$ cat config.mk
export PLATFORM = sky130hd
export DESIGN_NAME = serial_word_receiver_flat
export DESIGN_NICKNAME = d
export VERILOG_FILES = /design/src/rtl/serial_word_receiver_pkg.sv /design/src/rtl/serial_word_receiver_if.sv /design/src/rtl/serial_word_receiver_rx_shift_core.sv /design/src/rtl/serial_word_receiver.sv /design/src/flat_wrapper.sv
export SDC_FILE = /design/constraint.sdc
export NUM_CORES = 1
export LEC_CHECK = 0
export CAP_MARGIN = 15
export CORE_ASPECT_RATIO = 0.9
export CORE_UTILIZATION = 40
export CTS_BUF_LIST = sky130_fd_sc_hd__clkbuf_8
export DETAILED_ROUTE_END_ITERATION = 10
export GPL_TIMING_DRIVEN = 0
export PLACE_DENSITY = 0.69
export SLEW_MARGIN = 20
export SYNTH_ARGS = -nofsm -noshare
export SYNTH_HDL_FRONTEND = slang
export SYNTH_SLANG_ARGS = --single-unit
$ cat constraint.sdc
create_clock -name clk -period 1.4 [get_ports clk]
set_input_delay 0.42 -clock clk [delete_from_list [all_inputs] [get_ports clk]]
set_output_delay 0.42 -clock clk [all_outputs]
set_load 0.005 [all_outputs]
$ cat src/rtl/serial_word_receiver_pkg.sv
// rtl/serial_word_receiver_pkg.sv - shared types and constants for the serial word receiver
package serial_rx_pkg;

  typedef enum logic [1:0] {
    IDLE   = 2'd0,
    DATA   = 2'd1,
    PARITY = 2'd2,
    STOP   = 2'd3
  } rx_state_e;

  localparam logic PAR_EVEN = 1'b0;
  localparam logic PAR_ODD  = 1'b1;

  // data_xor is the XOR-reduction of the received data bits
  function automatic logic parity_mismatch(input logic data_xor,
                                           input logic par_bit,
                                           input logic odd);
    return (data_xor ^ par_bit) != odd;
  endfunction

endpackage

$ cat src/rtl/serial_word_receiver_if.sv
// rtl/serial_word_receiver_if.sv - valid/ready parallel word port of the receiver
interface serial_word_receiver_if #(
  parameter int WIDTH = 8
) ();

  logic [WIDTH-1:0] data_out;
  logic             data_valid;
  logic             data_ready;

  modport master (
    output data_out,
    output data_valid,
    input  data_ready
  );

  modport slave (
    input  data_out,
    input  data_valid,
    output data_ready
  );

endinterface

$ cat src/rtl/serial_word_receiver_rx_shift_core.sv
// rtl/serial_word_receiver_rx_shift_core.sv - direction-selectable shift register and bit counter
module rx_shift_core #(
  parameter int WIDTH = 8
) (
  input  logic             clk,
  input  logic             rst,
  input  logic             clear,
  input  logic             shift_en,
  input  logic             lsb_first,
  input  logic             bit_in,
  output logic [WIDTH-1:0] sh,
  output logic             last_bit
);

  localparam int CW = $clog2(WIDTH + 1);

  logic [CW-1:0] cnt;

  always_ff @(posedge clk) begin
    if (rst) begin
      cnt <= '0;
      sh  <= '0;
    end else if (clear) begin
      cnt <= '0;
    end else if (shift_en) begin
      if (lsb_first) begin
        sh <= {bit_in, sh[WIDTH-1:1]};
      end else begin
        sh <= {sh[WIDTH-2:0], bit_in};
      end
      // saturate rather than wrap; the FSM leaves DATA on the last bit anyway
      if (cnt != CW'(WIDTH)) begin
        cnt <= cnt + CW'(1);
      end
    end
  end

  assign last_bit = (cnt == CW'(WIDTH - 1));

endmodule

$ cat src/rtl/serial_word_receiver.sv
// rtl/serial_word_receiver.sv - start/data/parity/stop framing FSM with a one-word output buffer
module serial_word_receiver
  import serial_rx_pkg::*;
#(
  parameter int WIDTH = 8
) (
  input  logic                          clk,
  input  logic                          rst,
  input  logic                          bit_en,
  input  logic                          ser_in,
  input  logic                          lsb_first,
  input  logic                          par_en,
  input  logic                          par_odd,
  serial_word_receiver_if.master        out_if,
  output logic                          busy,
  output logic                          frame_err,
  output logic                          parity_err,
  output logic                          overrun
);

  rx_state_e        state, state_nxt;

  logic             lsb_q, par_en_q, par_odd_q, par_bad_q;
  logic             cfg_load, par_chk, core_shift;
  logic             stop_ok, stop_bad;
  logic             last_bit;
  logic [WIDTH-1:0] sh;

  logic [WIDTH-1:0] data_q;
  logic             valid_q;
  logic             buf_free;

  rx_shift_core #(
    .WIDTH (WIDTH)
  ) u_core (
    .clk       (clk),
    .rst       (rst),
    .clear     (cfg_load),
    .shift_en  (core_shift),
    .lsb_first (lsb_q),
    .bit_in    (ser_in),
    .sh        (sh),
    .last_bit  (last_bit)
  );

  always_ff @(posedge clk) begin
    if (rst) begin
      state <= IDLE;
    end else begin
      state <= state_nxt;
    end
  end

  always_comb begin
    state_nxt  = state;
    cfg_load   = 1'b0;
    core_shift = 1'b0;
    par_chk    = 1'b0;
    stop_ok    = 1'b0;
    stop_bad   = 1'b0;
    if (bit_en) begin
      case (state)
        IDLE: begin
          if (!ser_in) begin
            state_nxt = DATA;
            cfg_load  = 1'b1;
          end
        end
        DATA: begin
          core_shift = 1'b1;
          if (last_bit) begin
            state_nxt = par_en_q ? PARITY : STOP;
          end
        end
        PARITY: begin
          par_chk   = 1'b1;
          state_nxt = STOP;
        end
        STOP: begin
          stop_ok   = ser_in;
          stop_bad  = !ser_in;
          state_nxt = IDLE;
        end
        default: state_nxt = IDLE;
      endcase
    end
  end

  // frame configuration is captured at the start bit and frozen until IDLE
  always_ff @(posedge clk) begin
    if (rst) begin
      lsb_q     <= 1'b0;
      par_en_q  <= 1'b0;
      par_odd_q <= 1'b0;
      par_bad_q <= 1'b0;
    end else if (cfg_load) begin
      lsb_q     <= lsb_first;
      par_en_q  <= par_en;
      par_odd_q <= par_odd;
      par_bad_q <= 1'b0;
    end else if (par_chk) begin
      par_bad_q <= parity_mismatch(^sh, ser_in, par_odd_q);
    end
  end

  assign buf_free = !valid_q || out_if.data_ready;

  always_ff @(posedge clk) begin
    if (rst) begin
      data_q     <= '0;
      valid_q    <= 1'b0;
      frame_err  <= 1'b0;
      parity_err <= 1'b0;
      overrun    <= 1'b0;
    end else begin
      frame_err  <= stop_bad;
      parity_err <= stop_ok && par_bad_q;
      overrun    <= stop_ok && !buf_free;
      if (stop_ok && buf_free) begin
        data_q  <= sh;
        valid_q <= 1'b1;
      end else if (valid_q && out_if.data_ready) begin
        valid_q <= 1'b0;
      end
    end
  end

  assign out_if.data_out   = data_q;
  assign out_if.data_valid = valid_q;
  assign busy              = (state != IDLE);

endmodule
$ cat src/flat_wrapper.sv
// flat-port wrapper written by rule: the top's interface ports become plain ports
module serial_word_receiver_flat import serial_rx_pkg::*;
#(
  parameter int WIDTH = 8
)
  (clk, rst, bit_en, ser_in, lsb_first, par_en, par_odd, busy, frame_err, parity_err, overrun, out_if_data_out, out_if_data_valid, out_if_data_ready);
  serial_word_receiver_if #(.WIDTH(WIDTH)) out_if_i ();
  input  logic clk;
  input  logic rst;
  input  logic bit_en;
  input  logic ser_in;
  input  logic lsb_first;
  input  logic par_en;
  input  logic par_odd;
  output logic busy;
  output logic frame_err;
  output logic parity_err;
  output logic overrun;
  output wire logic [$bits(out_if_i.data_out)-1:0] out_if_data_out;
  output wire logic [$bits(out_if_i.data_valid)-1:0] out_if_data_valid;
  input wire logic [$bits(out_if_i.data_ready)-1:0] out_if_data_ready;
  assign out_if_data_out = out_if_i.data_out;
  assign out_if_data_valid = out_if_i.data_valid;
  assign out_if_i.data_ready = out_if_data_ready;
  serial_word_receiver #(.WIDTH(WIDTH)) u_core (.clk(clk), .rst(rst), .bit_en(bit_en), .ser_in(ser_in), .lsb_first(lsb_first), .par_en(par_en), .par_odd(par_odd), .out_if(out_if_i), .busy(busy), .frame_err(frame_err), .parity_err(parity_err), .overrun(overrun));
endmodule
==> qor.csv <==
stage,metric,value,unit
placement,DP HPWL,1850,µm
pwr,sequential share of power,47.5,%
die,die area,3770,µm²
cells_and_area,Storage cell area,614,µm²
cells_and_area,fin nets,201,
setup_path,R2R Path End,u_core.state[1],
pwr,Clk pwr share,33.3,%
die,Starting Density,41.8,%
cells_and_area,Antenna Cells,0,
setup_path,worst-path cell chain,"inv_4, ha_4, buf_6, a21bo_4, a21oi_4, mux2i_1, nor2_1",
routing,vias,1163,
hold_path,Hold EP,u_core.frame_err,
setup_path,R2R depth,7,
routing,routed vias/inst,5.06,
global_routing,grt ovf,0,
synth,sequential share of the synthesized area,42.5,%
pwr,Comb pwr share,19.2,%
routing,drt total wl,3090,µm
routing,drt pass-1 iters,4,
clock_network,root buffer cell,clkbuf_8,
cells_and_area,Final Core Density,59.8,%
global_routing,vias in the first global route,1086,
routing,"antenna viol nets, final",0,
placement,port buffer count,18,
synth,Post-synth EDFFs,0,
timing,Fin Setup TNS,-35.8,ps
global_routing,global-route wire length before repair,4740,µm
setup_path,maximum fanout along the worst path,3,
setup_path,slowest library cell on the worst path,dfxtp_4,
cells_and_area,area of the multi-input gates,895,µm²
timing,worst slew pin tran,604,ps
die,core area,3380,µm²
timing,RSZ-0062 raised after global routing,true,
synth,Mapped Nets,161,
clock_network,# clock sinks,30,
timing,hold slack,432,ps
synth,syn_area_per_cell,9.68,µm²
cells_and_area,area grow syn2layout,43.0,%
setup_path,Worst Path Arrival,1570,ps
clock_network,clk_lat worst skew,280,ps
setup_path,crit end category,register,
status,status,"complete, but fails checks",
setup_path,startpoint types,register,
setup_path,WP data required,1550,ps
routing,WL per Instance,13.4,µm
die,IO Pins,21,
clock_network,clk buf depth,2,
synth,synth unique cells,29,
global_routing,largest net degree at the start of global routing,11,
pwr,sw frac,26.6,%
synth,Synth Instances,146,
routing,Post-route DRC,0,
timing,Max Slew Vio Count,0,
timing,fin crit share,101,%
clock_network,H-tree depth,2,
timing,Fin. Hold Viols,0,
setup_path,reg2reg start,u_core.state[1],
hold_path,Hold WC Path Type,input pin to register,
hold_path,hold wc startpoint,ser_in,
setup_path,Crit Path Category,register to register,
setup_path,worst reg2reg setup slack,-20,ps
synth,Synth area leader,dfxtp_1,
synth,most area-consuming cells after synthesis,"dfxtp_1 43%, mux2i_1 13%, ha_1 6.2%",
clock_network,Num CTS Buffers,5,
global_routing,gr usage total,16.7,%
synth,top-count cell post-synth,dfxtp_1,
pwr,peak supply drop,0.000525,V
timing,Worst slew margin,59.7,%
synth,synthesized area,1410,µm²
pwr,Power Density,956,nW/µm²
timing,final worst setup slack,-19.8,ps
timing,setup violators final,2,
synth,top_reg_cell synth,dfxtp_1,
setup_path,CP peak stage delay,360,ps
pwr,Internal Power,0.00142,W
clock_network,"Reg clk slew, reported paths",60,ps
cells_and_area,share of layout cells above drive strength 1,31.7,%
flow_run,max_cap viols,0,
timing,f_max,704,MHz
global_routing,antenna violations before repair,0,
synth,"FFs w/ async S/R, synth",0,%
synth,list of most frequent post-synthesis cells,"30 x dfxtp_1, 22 x nor2_1, 18 x mux2i_1, 9 x nand2_1, 8 x a211oi_1",
placement,routability cong.,0.799,
routing,Iteration-0 DRC Markers,37,
pwr,Leak Pwr,0.817,nW
timing,clk_skew,1.89,ps
clock_network,CTS tree,yes,
timing,Tmin final,1420,ps
die,Die Ht,58.4,µm
status,failing checks,negative setup slack,
cells_and_area,layout filler cell count,280,
synth,share of the synthesized area in the top cell type,42.5,%
die,# rows,20,
pwr,Total Power,0.00193,W
synth,Syn. warnings,0,
pwr,Net Sw Power,0.000513,W
hold_path,hold path depth,2,
die,Die W,64.6,µm
synth,number of synthesized register bits,30,
==> layer usage <==
layer	GRT usage [%]	up-vias	wire, µm
met3	3.49	6	119
met4	7.62	0	47
met1	20.2	549	1390
met2	28.6	31	1540
li1	-	577	-
met5	0	-	0
==> final cells by class <==
class | instances | share of cell area (%)
clock buffers | 5 | 3.41
inverters | 5 | 1.18
plain buffers | 7 | 2.79
clock inverters | 2 | 0.496
multi-input cells | 103 | 44.3
repair buffers | 34 | 14.7
well taps | 44 | 2.73
flip-flops and latches | 30 | 30.4
==> how the worst max path moves through the flow <==
stage / start / end / slack [ps] / cells after the start
after floorplan: ser_in / u_core.par_bad_q / 20 / 5
after global placement: bit_en / u_core.state[1] / -500 / 6
after detailed placement: bit_en / u_core.state[1] / -520 / 6
after CTS: u_core.state[0] / busy / -140 / 4
after global routing: u_core.state[0] / u_core.state[1] / -80 / 7
final: u_core.state[1] / u_core.state[1] / -20 / 7
==> worst max-delay path: cells and delay by family (launching register included) <==
kind            cells  cell delay, ps
fa+ha+maj           1             160
flops               1             360
simple gates        1              60
buf+inv             2             160
compound gates      2             350
mux                 1             200
==> cells by family after synthesis <==
family,synth area share [%]
AO/OA/AOI/OAI,10.3
XOR/XNOR,9.12
adder cells (fa/ha/maj),6.20
buffers and inverters,4.34
flip-flops,42.5
multiplexers,12.8
AND/OR/NAND/NOR,14.8
==> timing repair <==
action,4_1_cts,5_1_grt
pin swaps,2,7
gates resized for setup,33,28
buffers inserted,7,9
hold buffers,0,0
endpoints found under the setup margin,36,22
==> through the flow <==
stage                     cell area, µm²  setup slack (ps)  instances
after floorplan                     1420              23.9        146
after global placement              1660              -498        208
after detailed placement            1660              -520        208
after CTS                           1830              -139        222
after global routing                2020             -77.3        230
final                               2020             -19.8        230
==> power groups by stage <==
stage / registers (W) / logic [W] / clock network (W)
3_5_place_dp: 0.000927 / 0.000256 / 0
6_report: 0.000916 / 0.000371 / 0.000643
2_1_floorplan: 0.000919 / 0.000198 / 0
4_1_cts: 0.000907 / 0.000289 / 0.000652
3_3_place_gp: 0.000925 / 0.000247 / 0
5_1_grt: 0.000920 / 0.000396 / 0.000712
==> cells in the final DEF (no fill, tap or decap), drive strengths merged, types with 2 or more instances in the layout <==
| cell type | count |
|---|---|
| dfxtp | 30 |
| nor2 | 23 |
| buf | 20 |
| mux2i | 18 |
| dlygate4sd2 | 13 |
| nand2 | 9 |
| clkbuf | 9 |
| xnor2 | 8 |
| a211oi | 8 |
| a21oi | 7 |
| ha | 7 |
| nand3 | 5 |
| inv | 5 |
| clkdlybuf4s50 | 3 |
| nor2b | 2 |
| nor3 | 2 |
| xor2 | 2 |
| a21o | 2 |
| clkinv | 2 |
| nand2b | 2 |
==> flip-flops by register name (all words and copies together) (netlist names) <==
| signal | cells |
|---|---|
| u_core.parity_err | 1 |
| u_core.out_if.data_valid | 1 |
| u_core.u_core.sh | 8 |
| u_core.par_odd_q | 1 |
| u_core.par_bad_q | 1 |
| u_core.u_core.cnt | 4 |
| u_core.out_if.data_out | 8 |
| u_core.overrun | 1 |
| u_core.state | 2 |
| u_core.lsb_q | 1 |
| u_core.frame_err | 1 |
| u_core.par_en_q | 1 |
No activity file was read; power rests on OpenSTA's default activity.
